[config.mk]
export PLATFORM = sky130hd
export DESIGN_NAME = tile_host_bridge_flat
export DESIGN_NICKNAME = d
export VERILOG_FILES = /design/src/rtl/tile_host_bridge_pkg.sv /design/src/rtl/tile_host_bridge_if.sv /design/src/rtl/tile_host_bridge_regs.sv /design/src/rtl/tile_host_bridge.sv /design/src/flat_wrapper.sv
export SDC_FILE = /design/constraint.sdc
export NUM_CORES = 1
export LEC_CHECK = 0
export ABC_AREA = 0
export CAP_MARGIN = 0
export CORE_ASPECT_RATIO = 0.9
export CORE_MARGIN = 2
export CORE_UTILIZATION = 42
export DETAILED_ROUTE_END_ITERATION = 10
export GPL_TIMING_DRIVEN = 1
export PLACE_DENSITY = 0.86
export SLEW_MARGIN = 10
export SYNTH_ARGS = -nofsm -noshare
export SYNTH_HDL_FRONTEND = slang
export SYNTH_SLANG_ARGS = --single-unit
[constraint.sdc]
create_clock -name clk -period 1.9 [get_ports clk]
set_input_delay 0.475 -clock clk [delete_from_list [all_inputs] [get_ports clk]]
set_output_delay 0.475 -clock clk [all_outputs]
set_load 0.02 [all_outputs]
[src/rtl/tile_host_bridge_pkg.sv]
// Shared constants for the tile host bridge: register map, STATUS bit positions
// and the bus FSM state type.
// No logic lives here; the optional IRQ_EN register address is defined
// unconditionally and only decoded when TILE_HOST_BRIDGE_IRQ_EN is defined.
package tile_host_bridge_pkg;

  // Word addresses of the register map
  localparam int unsigned ADDR_DATA_A  = 0;
  localparam int unsigned ADDR_DATA_B  = 1;
  localparam int unsigned ADDR_CSR_IN  = 2;
  localparam int unsigned ADDR_DATA_C  = 3;
  localparam int unsigned ADDR_CSR_OUT = 4;
  localparam int unsigned ADDR_STATUS  = 5;
  localparam int unsigned ADDR_IRQ_EN  = 6;

  // STATUS register bit positions
  localparam int unsigned STATUS_IN_PEND   = 0;
  localparam int unsigned STATUS_OUT_VALID = 1;
  localparam int unsigned STATUS_OUT_OVF   = 2;

  // Bus FSM: IDLE accepts a request, RESP holds the response until taken
  typedef enum logic {
    IDLE = 1'b0,
    RESP = 1'b1
  } state_e;

endpackage

[src/rtl/tile_host_bridge_if.sv]
// Request/response bus between the host interconnect and the tile bridge.
// Ports: req_valid/req_ready/req_we/req_addr/req_wdata (request channel),
//        rsp_valid/rsp_ready/rsp_rdata/rsp_err (response channel).
// master = host side, slave = bridge side.
interface tile_host_bridge_if #(
  parameter int REG_WIDTH  = 32,
  parameter int ADDR_WIDTH = 4
) ();

  logic                  req_valid;
  logic                  req_ready;
  logic                  req_we;
  logic [ADDR_WIDTH-1:0] req_addr;
  logic [REG_WIDTH-1:0]  req_wdata;
  logic                  rsp_valid;
  logic                  rsp_ready;
  logic [REG_WIDTH-1:0]  rsp_rdata;
  logic                  rsp_err;

  modport master (
    output req_valid, req_we, req_addr, req_wdata, rsp_ready,
    input  req_ready, rsp_valid, rsp_rdata, rsp_err
  );

  modport slave (
    input  req_valid, req_we, req_addr, req_wdata, rsp_ready,
    output req_ready, rsp_valid, rsp_rdata, rsp_err
  );

endinterface

[src/rtl/tile_host_bridge_regs.sv]
// Register file of the tile bridge: operands A/B, CSR_IN, captured DATA_C/CSR_OUT,
// the IN_PEND / OUT_VALID / OUT_OVF handshake flags and the combinational read mux.
// Latency: writes visible on tile outputs the cycle after the accept edge; read mux
// is combinational (registered by the top). No backpressure: capture is unconditional.
// Ports: acc_wr/acc_rd (accepted bus op), addr, wdata, rdata/err (read mux),
//        tile_* (tile operands, result capture, handshake pulses), irq (optional).
// Optional feature macro: TILE_HOST_BRIDGE_IRQ_EN adds IRQ_EN (addr 6) and irq.
module tile_host_bridge_regs
  import tile_host_bridge_pkg::*;
#(
  parameter int REG_WIDTH     = 32,
  parameter int CSR_IN_WIDTH  = 16,
  parameter int CSR_OUT_WIDTH = 16,
  parameter int ADDR_WIDTH    = 4
) (
  input  logic                     clk,
  input  logic                     rst,
`ifdef TILE_HOST_BRIDGE_IRQ_EN
  output logic                     irq,
`endif
  input  logic                     acc_wr,
  input  logic                     acc_rd,
  input  logic [ADDR_WIDTH-1:0]    addr,
  input  logic [REG_WIDTH-1:0]     wdata,
  output logic [REG_WIDTH-1:0]     rdata,
  output logic                     err,
  output logic [REG_WIDTH-1:0]     tile_data_a,
  output logic [REG_WIDTH-1:0]     tile_data_b,
  output logic [CSR_IN_WIDTH-1:0]  tile_csr_in,
  input  logic [REG_WIDTH-1:0]     tile_data_c,
  input  logic [CSR_OUT_WIDTH-1:0] tile_csr_out,
  input  logic                     tile_csr_in_re,
  input  logic                     tile_csr_out_we
);

  localparam logic [ADDR_WIDTH-1:0] A_DATA_A  = ADDR_WIDTH'(ADDR_DATA_A);
  localparam logic [ADDR_WIDTH-1:0] A_DATA_B  = ADDR_WIDTH'(ADDR_DATA_B);
  localparam logic [ADDR_WIDTH-1:0] A_CSR_IN  = ADDR_WIDTH'(ADDR_CSR_IN);
  localparam logic [ADDR_WIDTH-1:0] A_DATA_C  = ADDR_WIDTH'(ADDR_DATA_C);
  localparam logic [ADDR_WIDTH-1:0] A_CSR_OUT = ADDR_WIDTH'(ADDR_CSR_OUT);
  localparam logic [ADDR_WIDTH-1:0] A_STATUS  = ADDR_WIDTH'(ADDR_STATUS);
`ifdef TILE_HOST_BRIDGE_IRQ_EN
  localparam logic [ADDR_WIDTH-1:0] A_IRQ_EN  = ADDR_WIDTH'(ADDR_IRQ_EN);
`endif

  logic [REG_WIDTH-1:0]     data_a_q,   data_a_d;
  logic [REG_WIDTH-1:0]     data_b_q,   data_b_d;
  logic [CSR_IN_WIDTH-1:0]  csr_in_q,   csr_in_d;
  logic [REG_WIDTH-1:0]     data_c_q,   data_c_d;
  logic [CSR_OUT_WIDTH-1:0] csr_out_q,  csr_out_d;
  logic                     in_pend_q,  in_pend_d;
  logic                     out_valid_q, out_valid_d;
  logic                     out_ovf_q,  out_ovf_d;
`ifdef TILE_HOST_BRIDGE_IRQ_EN
  logic                     irq_en_q,   irq_en_d;
  logic                     irq_q,      irq_d;
`endif

  logic                     rd_csr_out;
  logic [REG_WIDTH-1:0]     status_word;

  assign rd_csr_out = acc_rd && (addr == A_CSR_OUT);

  always_comb begin
    data_a_d    = data_a_q;
    data_b_d    = data_b_q;
    csr_in_d    = csr_in_q;
    data_c_d    = data_c_q;
    csr_out_d   = csr_out_q;
    in_pend_d   = in_pend_q;
    out_valid_d = out_valid_q;
    out_ovf_d   = out_ovf_q;
`ifdef TILE_HOST_BRIDGE_IRQ_EN
    irq_en_d    = irq_en_q;
    // Registered from the current flag, so irq trails OUT_VALID by one cycle
    irq_d       = irq_en_q & out_valid_q;
`endif

    if (acc_wr && addr == A_DATA_A) data_a_d = wdata;
    if (acc_wr && addr == A_DATA_B) data_b_d = wdata;
    if (acc_wr && addr == A_CSR_IN) csr_in_d = wdata[CSR_IN_WIDTH-1:0];
`ifdef TILE_HOST_BRIDGE_IRQ_EN
    if (acc_wr && addr == A_IRQ_EN) irq_en_d = wdata[0];
`endif

    // A fresh CSR_IN write keeps the value pending even if the tile consumes
    // the previous one on the same edge.
    if (acc_wr && addr == A_CSR_IN) in_pend_d = 1'b1;
    else if (tile_csr_in_re)        in_pend_d = 1'b0;

    if (tile_csr_out_we) begin
      data_c_d  = tile_data_c;
      csr_out_d = tile_csr_out;
    end

    // A CSR_OUT read on the capture edge consumes the old result, so the new
    // one is not an overflow; overflow beats a W1C on the same edge.
    if (tile_csr_out_we && out_valid_q && !rd_csr_out)
      out_ovf_d = 1'b1;
    else if (acc_wr && addr == A_STATUS && wdata[STATUS_OUT_OVF])
      out_ovf_d = 1'b0;

    if (tile_csr_out_we) out_valid_d = 1'b1;
    else if (rd_csr_out) out_valid_d = 1'b0;
  end

  always_ff @(posedge clk) begin
    if (rst) begin
      data_a_q    <= '0;
      data_b_q    <= '0;
      csr_in_q    <= '0;
      data_c_q    <= '0;
      csr_out_q   <= '0;
      in_pend_q   <= 1'b0;
      out_valid_q <= 1'b0;
      out_ovf_q   <= 1'b0;
`ifdef TILE_HOST_BRIDGE_IRQ_EN
      irq_en_q    <= 1'b0;
      irq_q       <= 1'b0;
`endif
    end else begin
      data_a_q    <= data_a_d;
      data_b_q    <= data_b_d;
      csr_in_q    <= csr_in_d;
      data_c_q    <= data_c_d;
      csr_out_q   <= csr_out_d;
      in_pend_q   <= in_pend_d;
      out_valid_q <= out_valid_d;
      out_ovf_q   <= out_ovf_d;
`ifdef TILE_HOST_BRIDGE_IRQ_EN
      irq_en_q    <= irq_en_d;
      irq_q       <= irq_d;
`endif
    end
  end

  always_comb begin
    status_word                   = '0;
    status_word[STATUS_IN_PEND]   = in_pend_q;
    status_word[STATUS_OUT_VALID] = out_valid_q;
    status_word[STATUS_OUT_OVF]   = out_ovf_q;
  end

  // Read mux; err flags unmapped addresses for both reads and writes
  always_comb begin
    rdata = '0;
    err   = 1'b0;
    case (addr)
      A_DATA_A:  rdata = data_a_q;
      A_DATA_B:  rdata = data_b_q;
      A_CSR_IN:  rdata = REG_WIDTH'(csr_in_q);
      A_DATA_C:  rdata = data_c_q;
      A_CSR_OUT: rdata = REG_WIDTH'(csr_out_q);
      A_STATUS:  rdata = status_word;
`ifdef TILE_HOST_BRIDGE_IRQ_EN
      A_IRQ_EN:  rdata = REG_WIDTH'(irq_en_q);
`endif
      default:   err   = 1'b1;
    endcase
  end

  assign tile_data_a = data_a_q;
  assign tile_data_b = data_b_q;
  assign tile_csr_in = csr_in_q;
`ifdef TILE_HOST_BRIDGE_IRQ_EN
  assign irq         = irq_q;
`endif

endmodule

[src/rtl/tile_host_bridge.sv]
// Host register bridge for one IP tile slot: bus FSM + registered response,
// register file in tile_host_bridge_regs.
// Latency: 2 cycles minimum per transaction (accept, then response); response
// is held stable while rsp_ready=0 and no new request is accepted until taken.
// Ports: clk, rst (sync, active-high), bus (tile_host_bridge_if.slave),
//        tile_data_a/b, tile_csr_in (to tile), tile_data_c, tile_csr_out,
//        tile_csr_in_re, tile_csr_out_we (from tile), irq (optional).
// Optional feature macro: TILE_HOST_BRIDGE_IRQ_EN adds irq and IRQ_EN register.
module tile_host_bridge
  import tile_host_bridge_pkg::*;
#(
  parameter int REG_WIDTH     = 32,
  parameter int CSR_IN_WIDTH  = 16,
  parameter int CSR_OUT_WIDTH = 16,
  parameter int ADDR_WIDTH    = 4
) (
  input  logic                     clk,
  input  logic                     rst,
`ifdef TILE_HOST_BRIDGE_IRQ_EN
  output logic                     irq,
`endif
  tile_host_bridge_if.slave        bus,
  output logic [REG_WIDTH-1:0]     tile_data_a,
  output logic [REG_WIDTH-1:0]     tile_data_b,
  output logic [CSR_IN_WIDTH-1:0]  tile_csr_in,
  input  logic [REG_WIDTH-1:0]     tile_data_c,
  input  logic [CSR_OUT_WIDTH-1:0] tile_csr_out,
  input  logic                     tile_csr_in_re,
  input  logic                     tile_csr_out_we
);

  state_e               state_q, state_d;
  logic [REG_WIDTH-1:0] rsp_rdata_q, rsp_rdata_d;
  logic                 rsp_err_q, rsp_err_d;
  logic                 accept;
  logic [REG_WIDTH-1:0] rd_data;
  logic                 rd_err;

  assign accept = bus.req_valid && (state_q == IDLE);

  // State register (also holds the response registers)
  always_ff @(posedge clk) begin
    if (rst) begin
      state_q     <= IDLE;
      rsp_rdata_q <= '0;
      rsp_err_q   <= 1'b0;
    end else begin
      state_q     <= state_d;
      rsp_rdata_q <= rsp_rdata_d;
      rsp_err_q   <= rsp_err_d;
    end
  end

  // Next-state logic
  always_comb begin
    state_d = state_q;
    case (state_q)
      IDLE:    if (bus.req_valid) state_d = RESP;
      RESP:    if (bus.rsp_ready) state_d = IDLE;
      default: state_d = IDLE;
    endcase
  end

  // Response capture: sampled only on the accept edge, then frozen in RESP
  always_comb begin
    rsp_rdata_d = rsp_rdata_q;
    rsp_err_d   = rsp_err_q;
    if (accept) begin
      rsp_rdata_d = bus.req_we ? '0 : rd_data;
      rsp_err_d   = rd_err;
    end
  end

  // Outputs
  always_comb begin
    bus.req_ready = (state_q == IDLE);
    bus.rsp_valid = (state_q == RESP);
    bus.rsp_rdata = rsp_rdata_q;
    bus.rsp_err   = rsp_err_q;
  end

  tile_host_bridge_regs #(
    .REG_WIDTH    (REG_WIDTH),
    .CSR_IN_WIDTH (CSR_IN_WIDTH),
    .CSR_OUT_WIDTH(CSR_OUT_WIDTH),
    .ADDR_WIDTH   (ADDR_WIDTH)
  ) u_regs (
    .clk            (clk),
    .rst            (rst),
`ifdef TILE_HOST_BRIDGE_IRQ_EN
    .irq            (irq),
`endif
    .acc_wr         (accept && bus.req_we),
    .acc_rd         (accept && !bus.req_we),
    .addr           (bus.req_addr),
    .wdata          (bus.req_wdata),
    .rdata          (rd_data),
    .err            (rd_err),
    .tile_data_a    (tile_data_a),
    .tile_data_b    (tile_data_b),
    .tile_csr_in    (tile_csr_in),
    .tile_data_c    (tile_data_c),
    .tile_csr_out   (tile_csr_out),
    .tile_csr_in_re (tile_csr_in_re),
    .tile_csr_out_we(tile_csr_out_we)
  );

endmodule

[src/flat_wrapper.sv]
// flat-port wrapper written by rule: the top's interface ports become plain ports
module tile_host_bridge_flat import tile_host_bridge_pkg::*;
#(
  parameter int REG_WIDTH     = 32,
  parameter int CSR_IN_WIDTH  = 16,
  parameter int CSR_OUT_WIDTH = 16,
  parameter int ADDR_WIDTH    = 4
)
  (clk, rst, tile_data_a, tile_data_b, tile_csr_in, tile_data_c, tile_csr_out, tile_csr_in_re, tile_csr_out_we, bus_req_valid, bus_req_we, bus_req_addr, bus_req_wdata, bus_rsp_ready, bus_req_ready, bus_rsp_valid, bus_rsp_rdata, bus_rsp_err);
  tile_host_bridge_if #(.REG_WIDTH(REG_WIDTH), .ADDR_WIDTH(ADDR_WIDTH)) bus_i ();
  input  logic clk;
  input  logic rst;
  output logic [REG_WIDTH-1:0] tile_data_a;
  output logic [REG_WIDTH-1:0] tile_data_b;
  output logic [CSR_IN_WIDTH-1:0] tile_csr_in;
  input  logic [REG_WIDTH-1:0] tile_data_c;
  input  logic [CSR_OUT_WIDTH-1:0] tile_csr_out;
  input  logic tile_csr_in_re;
  input  logic tile_csr_out_we;
  input wire logic [$bits(bus_i.req_valid)-1:0] bus_req_valid;
  input wire logic [$bits(bus_i.req_we)-1:0] bus_req_we;
  input wire logic [$bits(bus_i.req_addr)-1:0] bus_req_addr;
  input wire logic [$bits(bus_i.req_wdata)-1:0] bus_req_wdata;
  input wire logic [$bits(bus_i.rsp_ready)-1:0] bus_rsp_ready;
  output wire logic [$bits(bus_i.req_ready)-1:0] bus_req_ready;
  output wire logic [$bits(bus_i.rsp_valid)-1:0] bus_rsp_valid;
  output wire logic [$bits(bus_i.rsp_rdata)-1:0] bus_rsp_rdata;
  output wire logic [$bits(bus_i.rsp_err)-1:0] bus_rsp_err;
  assign bus_i.req_valid = bus_req_valid;
  assign bus_i.req_we = bus_req_we;
  assign bus_i.req_addr = bus_req_addr;
  assign bus_i.req_wdata = bus_req_wdata;
  assign bus_i.rsp_ready = bus_rsp_ready;
  assign bus_req_ready = bus_i.req_ready;
  assign bus_rsp_valid = bus_i.rsp_valid;
  assign bus_rsp_rdata = bus_i.rsp_rdata;
  assign bus_rsp_err = bus_i.rsp_err;
  tile_host_bridge #(.REG_WIDTH(REG_WIDTH), .CSR_IN_WIDTH(CSR_IN_WIDTH), .CSR_OUT_WIDTH(CSR_OUT_WIDTH), .ADDR_WIDTH(ADDR_WIDTH)) u_core (.clk(clk), .rst(rst), .bus(bus_i), .tile_data_a(tile_data_a), .tile_data_b(tile_data_b), .tile_csr_in(tile_csr_in), .tile_data_c(tile_data_c), .tile_csr_out(tile_csr_out), .tile_csr_in_re(tile_csr_in_re), .tile_csr_out_we(tile_csr_out_we));
endmodule
---- Yosys cells after proc, flatten, opt, wreduce, memory -nomap -nowiden ----
Cells that the tools add are included.
word-level totals
  register bits after elaboration ......... 165
  latch bits .............................. 0
  RAM bits ................................ 0
  bits in read-only memories .............. 0
  output and inout bits ................... 115
  memories ................................ 0
operators by class
  $add $sub $neg .......................... 0
  $mul .................................... 0
  divide/modulo/power cells ............... 0
  $lt $le $gt $ge ......................... 0
  equality and inequality tests ........... 5
  shift operators ......................... 0
  mux-type cells .......................... 12
  bitwise logic cells ..................... 1
  reduce and logical (&&, ||, !) cells .... 18
operator list
  cell                                                 count
  one-hot mux 32 bit (6 select lines)                  1
  2-to-1 mux 32 bit                                    1
  logical AND 1 bit                                    11
  2-to-1 mux 1 bit                                     9
  equality test 4 x 2 -> 1 bit, second input constant  2
  equality test 4 x 3 -> 1 bit, second input constant  2
  nonzero test 2 bit                                   3
  OR reduction 6 bit                                   1
  equality test 4 x 1 -> 1 bit, second input constant  1
  logical NOT 4 bit                                    1
  logical NOT 1 bit                                    2
  one-hot mux 1 bit (2 select lines)                   1
  NOT 1 bit                                            1

---- Longest topological paths before layout ----
  depth after elaboration ................. 7
  gate-level depth with buffers ........... 7
  gate-level depth less buffers ........... 4

---- Modules after synthesis ----
Synthesis repeated with hierarchy kept, for this count alone.
second synthesis, totals
  cell total of the unflattened synthesis .. 751
  area total of the unflattened synthesis .. 7693.6 um^2
modules (own cells, without submodules)
  module                 instances  cells each  area an instance (um^2)  seq. area each (um^2)
  tile_host_bridge_regs  1          596         6063.3                   2622.5
  tile_host_bridge       1          155         1630.3                   680.7

---- Worst setup path before layout ----
OpenSTA, ideal clock, no wires.
  path kind ............................... input to register
  start point ............................. input bus_req_addr[0]
  end point ............................... register u_core.rsp_rdata_q[2], in the netlist u_core.bus.rsp_rdata[2]
  library setup time ...................... 114 ps
  arrival time ............................ 1746 ps
  required time ........................... 1786 ps
  setup slack ............................. 40 ps
  stages .................................. 6
  buffers on the path ..................... 2
  path through ............................ buf_2 -> buf_1 -> mux2_2 -> a32oi_1 -> a21oi_1 -> a21o_1
between the ends
  cells in the longest elaborated chain, start to end .. 3
  elaborated cells on any way between the ends .. 8
RTL lines
  element                                               RTL line                      RTL
  start: declaration                                    flat_wrapper.sv:22            input wire logic [$bits(bus_i.req_addr)-1:0] bus_req_addr;
  equality test 4 x 3 -> 1 bit (tied with other cells)  tile_host_bridge_regs.sv:148  case (addr)
  one-hot mux 32 bit (6 select lines) *                 tile_host_bridge_regs.sv:148
  2-to-1 mux 32 bit *                                   tile_host_bridge.sv:69        rsp_rdata_d = bus.req_we ? '0 : rd_data;
  end signal: assignment                                tile_host_bridge.sv:49        rsp_rdata_q <= rsp_rdata_d;
  end: declaration                                      tile_host_bridge.sv:33        logic [REG_WIDTH-1:0] rsp_rdata_q, rsp_rdata_d;
Every way passes the cells marked *; elsewhere a longest branch is shown, timed or not.
A chain may end at the register's enable or synchronous reset.

---- Worst setup path after layout ----
  start point ............................. register u_core.u_regs.data_a_q[25], in the netlist u_core.u_regs.tile_data_a[25]
  end point ............................... output tile_data_a[25]
RTL lines
  element                   RTL line                      RTL
  start: declaration        tile_host_bridge_regs.sv:46   logic [REG_WIDTH-1:0] data_a_q, data_a_d;
  start signal: assignment  tile_host_bridge_regs.sv:122  data_a_q <= data_a_d;
  end: declaration          flat_wrapper.sv:13            output logic [REG_WIDTH-1:0] tile_data_a;
No word-level cell between the ends.

==> metrics.md <==
| Metric | Value |
|---|---|
| CP bufs+invs | 1 |
| CP max FO | 3 |
| Slew @ Worst Pin | 0.623 ns |
| Area of the core | 15300 sq um |
| Fin Setup TNS | 0 ns |
| Row count | 43 |
| Vias | 6383 |
| GRT met3 Usage | 0.0404 |
| Setup Skew | 0.0118 ns |
| Ranking of synthesized cells by area | dfxtp_1, mux2i_1, nand2_1 |
| Die Area | 16500 sq um |
| Worst IR Drop VDD | 0.719 mV |
| Reg-to-Reg End | u_core.u_regs.tile_csr_in[3]$_SDFFE_PP0P_ |
| Post-synthesis register bit count | 165 |
| Dpl hpwl | 14.4 mm |
| H-tree levels | 4 |
| Post-synth top area share | 0.508 |
| Slew Limit Headroom | 0.584 |
| Initial core utilization | 0.425 |
| First-pass GRT wire length | 32.0 mm |
| Crit path arrival time | 1.40 ns |
| Area leader, netlist | dfxtp_1 |
| Post-Synth XOR/XNOR Area | 0 |
| Max Fclk | 534 MHz |
| Height of the die | 122 um |
| Root buffer cell | clkbuf_16 |
| Compound-Gate Fraction of Synth Area | 0.161 |
| Period utilization | 0.986 |
| Via count of the first global-routing pass | 6121 |
| Port bufs | 205 |
| Final setup viols | 0 |
| Grt ovf | 0 |
| # hold bufs at CTS | 0 |
| Critical path endpoint | tile_data_a[25] |
| Initial DRC count | 585 |
| Maximum Capacitance Violations | 0 |
| CP max stage delay | 0.61 ns |
| Top_reg_cell synth | dfxtp_1 |
| Main combinational cell family by area after synthesis | compound AO/OA/AOI/OAI gates |
| NumNets Final | 1038 |
| Critical-path cell list | clkdlybuf4s50_1 |
| Die X | 135 um |
| Reg2reg start | u_core.bus.rsp_valid$_SDFF_PP0_ |
| TritonRoute pass-1 iters | 6 |
| Reg clk slew, reported paths | 0.07 ns |
| P_leak | 4.83 nW |
| CTS tree | yes |
| GR Util met1 | 0.313 |
| Highest-count cells in the layout ignoring fill and taps | dfxtp_1, nand2_1, clkdlybuf4s50_1, a21oi_1, nor2_1 |
| Placer Congestion | 0.838 |
| CP endpoint kind | output pin |
| Syn nets | 816 |
| Routed Antenna Nets | 0 |
| Slowest-stage cell, CP | clkdlybuf4s50_1 |
| Most common cell after layout, fill and taps aside | dfxtp_1 |
| Worst reg2reg path depth | 5 |
| Total power | 0.00782 W |
| Met2 Use GR | 0.431 |
| Post-synthesis share of cell area spent on full adders, half adders and majority gates | 0 |
| Final Slew Violations | 0 |
| GRT Util Overall | 0.251 |
| I/O pin cnt | 206 |
| Num CTS Buffers | 17 |
| Worst setup path startpoint | u_core.u_regs.tile_data_a[25]$_SDFFE_PP0P_ |
| Number of synthesized flops with an enable pin | 0 |
| Fraction of the mapped netlist area in simple logic gates | 0.158 |
| Largest net degree at the start of global routing | 58 |
| Clock Tree Buf Depth | 2 |
| CP Data Required Time | 1.42 ns |
| Synth Area per Inst | 8.96 sq um |
| Post-synthesis async set-or-reset flop share | 0 |
| PwrDens | 783 nW/um^2 |
| Crit Path Category | flip-flop to output pin |
| Fin crit period | 1.87 ns |
| Syn Inst Count | 725 |
| Syn. warnings | 0 |
| Avg WL per Cell | 18.9 um |
| Post-synthesis sequential area ratio | 0.508 |
| Share of cells above drive strength 1 | 0.128 |
| Drt drc | 0 |
| Worst hold-check path type | flip-flop to flip-flop |
| Routed WL | 22.0 mm |
| GRT busiest layer | met2 |
| Mapped Area | 6500 sq um |
| Outcome | finished, final reports clean |
| Area grow syn2layout | 53.7% |
| Stages on worst setup path | 1 |
| Initial antenna violation count | 1 |
| Critical path startpoint category | flip-flop |
| Clock Sinks | 165 |
| Worst skew pair latency | 0.42 ns |
| Vias per cell | 5.49 |
| Crit path max-delay family | buffers and inverters |
| Final hold vios | 0 |
| Multiplexer area fraction after synthesis | 0.132 |
| FF-to-FF setup slack | 0.31 ns |
| Number of distinct library cells after synthesis | 33 |
## through the flow
step / setup slack, ns / instance area (sq um) / instances / hold WS [ns] / utilization
floorplan: 0.0404 / 6500 / 725 / 0.446 / -
global placement: -0.304 / 9090 / 1121 / 0.436 / 0.595
detailed placement: -0.376 / 9090 / 1121 / 0.443 / 0.595
CTS: 0.0000803 / 9660 / 1153 / 0.453 / 0.632
global route: -0.0193 / 9980 / 1163 / 0.484 / 0.653
finish: 0.0265 / 9980 / 1163 / 0.453 / 0.653
## Yosys cell counts, drive strengths merged (2+ instances only)
master / instances
mux2i: 64
a222oi: 13
clkbuf: 34
buf: 25
nor2b: 4
a32oi: 3
nand2b: 2
nand3: 3
nor2: 70
nor3b: 2
o21ai: 30
a21o: 4
inv: 2
a22oi: 3
a21oi: 87
dfxtp: 165
a22o: 29
mux2: 19
nand2: 157
## area by class of cell
class / count / area, sq um
Clock buffer: 18 / 429
Sequential cell: 165 / 3300
Tap cell: 202 / 253
Fill cell: 1190 / 5300
Multi-Input combinational cell: 499 / 3010
Antenna cell: 1 / 2.50
Timing Repair Buffer: 262 / 2810
Inverter: 2 / 7.51
Clock inverter: 14 / 173
## worst reg2reg max path: stages, from the launching register on
cell and delay [ns]:
dfxtp_1 0.37, nand3b_1 0.27, nor3b_4 0.31, buf_4 0.24, mux2i_1 0.22, nor2_1 0.05
## kinds of logic after synthesis
logic type,Yosys count
buf+inv,61
mux,83
flops,165
simple gates,247
compound gates,169
## how the worst min path moves through the flow
stage | from | slack [ns] | end | cells past startpoint
finish | u_core.bus.rsp_rdata[25]$_SDFFE_PP0N_ | 0.45 | u_core.bus.rsp_rdata[25]$_SDFFE_PP0N_ | 2
global route | u_core.bus.rsp_rdata[12]$_SDFFE_PP0N_ | 0.48 | u_core.bus.rsp_rdata[12]$_SDFFE_PP0N_ | 2
CTS | u_core.bus.rsp_rdata[25]$_SDFFE_PP0N_ | 0.45 | u_core.bus.rsp_rdata[25]$_SDFFE_PP0N_ | 2
detailed placement | u_core.bus.rsp_rdata[20]$_SDFFE_PP0N_ | 0.44 | u_core.bus.rsp_rdata[20]$_SDFFE_PP0N_ | 2
global placement | u_core.bus.rsp_rdata[19]$_SDFFE_PP0N_ | 0.44 | u_core.bus.rsp_rdata[19]$_SDFFE_PP0N_ | 2
floorplan | u_core.u_regs.out_ovf_q$_SDFFE_PP0P_ | 0.45 | u_core.u_regs.out_ovf_q$_SDFFE_PP0P_ | 2
## flip-flops by register name, indices dropped and copies added (netlist names)
name	count
u_core.u_regs.out_ovf_q	1
u_core.u_regs.csr_out_q	16
u_core.bus.rsp_rdata	32
u_core.u_regs.out_valid_q	1
u_core.u_regs.data_c_q	32
u_core.u_regs.tile_csr_in	16
u_core.u_regs.tile_data_b	32
u_core.bus.rsp_err	1
u_core.bus.rsp_valid	1
u_core.u_regs.tile_data_a	32
u_core.u_regs.in_pend_q	1
## routing by layer
layer / vias up / wire, um
met5: - / 0
met4: 0 / 551
met3: 57 / 1500
met2: 338 / 11000
met1: 3029 / 8960
li1: 2959 / -
## where the power goes
| group | total (W) | internal (W) | switching, W |
|---|---|---|---|
| Clock | 0.00350 | 0.00208 | 0.00142 |
| Sequential | 0.00359 | 0.00354 | 0.0000495 |
| Combinational | 0.000727 | 0.000383 | 0.000344 |
| Total | 0.00782 | 0.00600 | 0.00182 |
## what timing repair did
item                                    4_1_cts  5_1_grt
setup buffers                                 0        6
endpoints found under the hold margin         0        0
pin swaps                                     0        4
endpoints found under the setup margin       32      114
gates cloned                                  0        3
resized for setup                            32       76
Power figures use the tool's default switching activity.
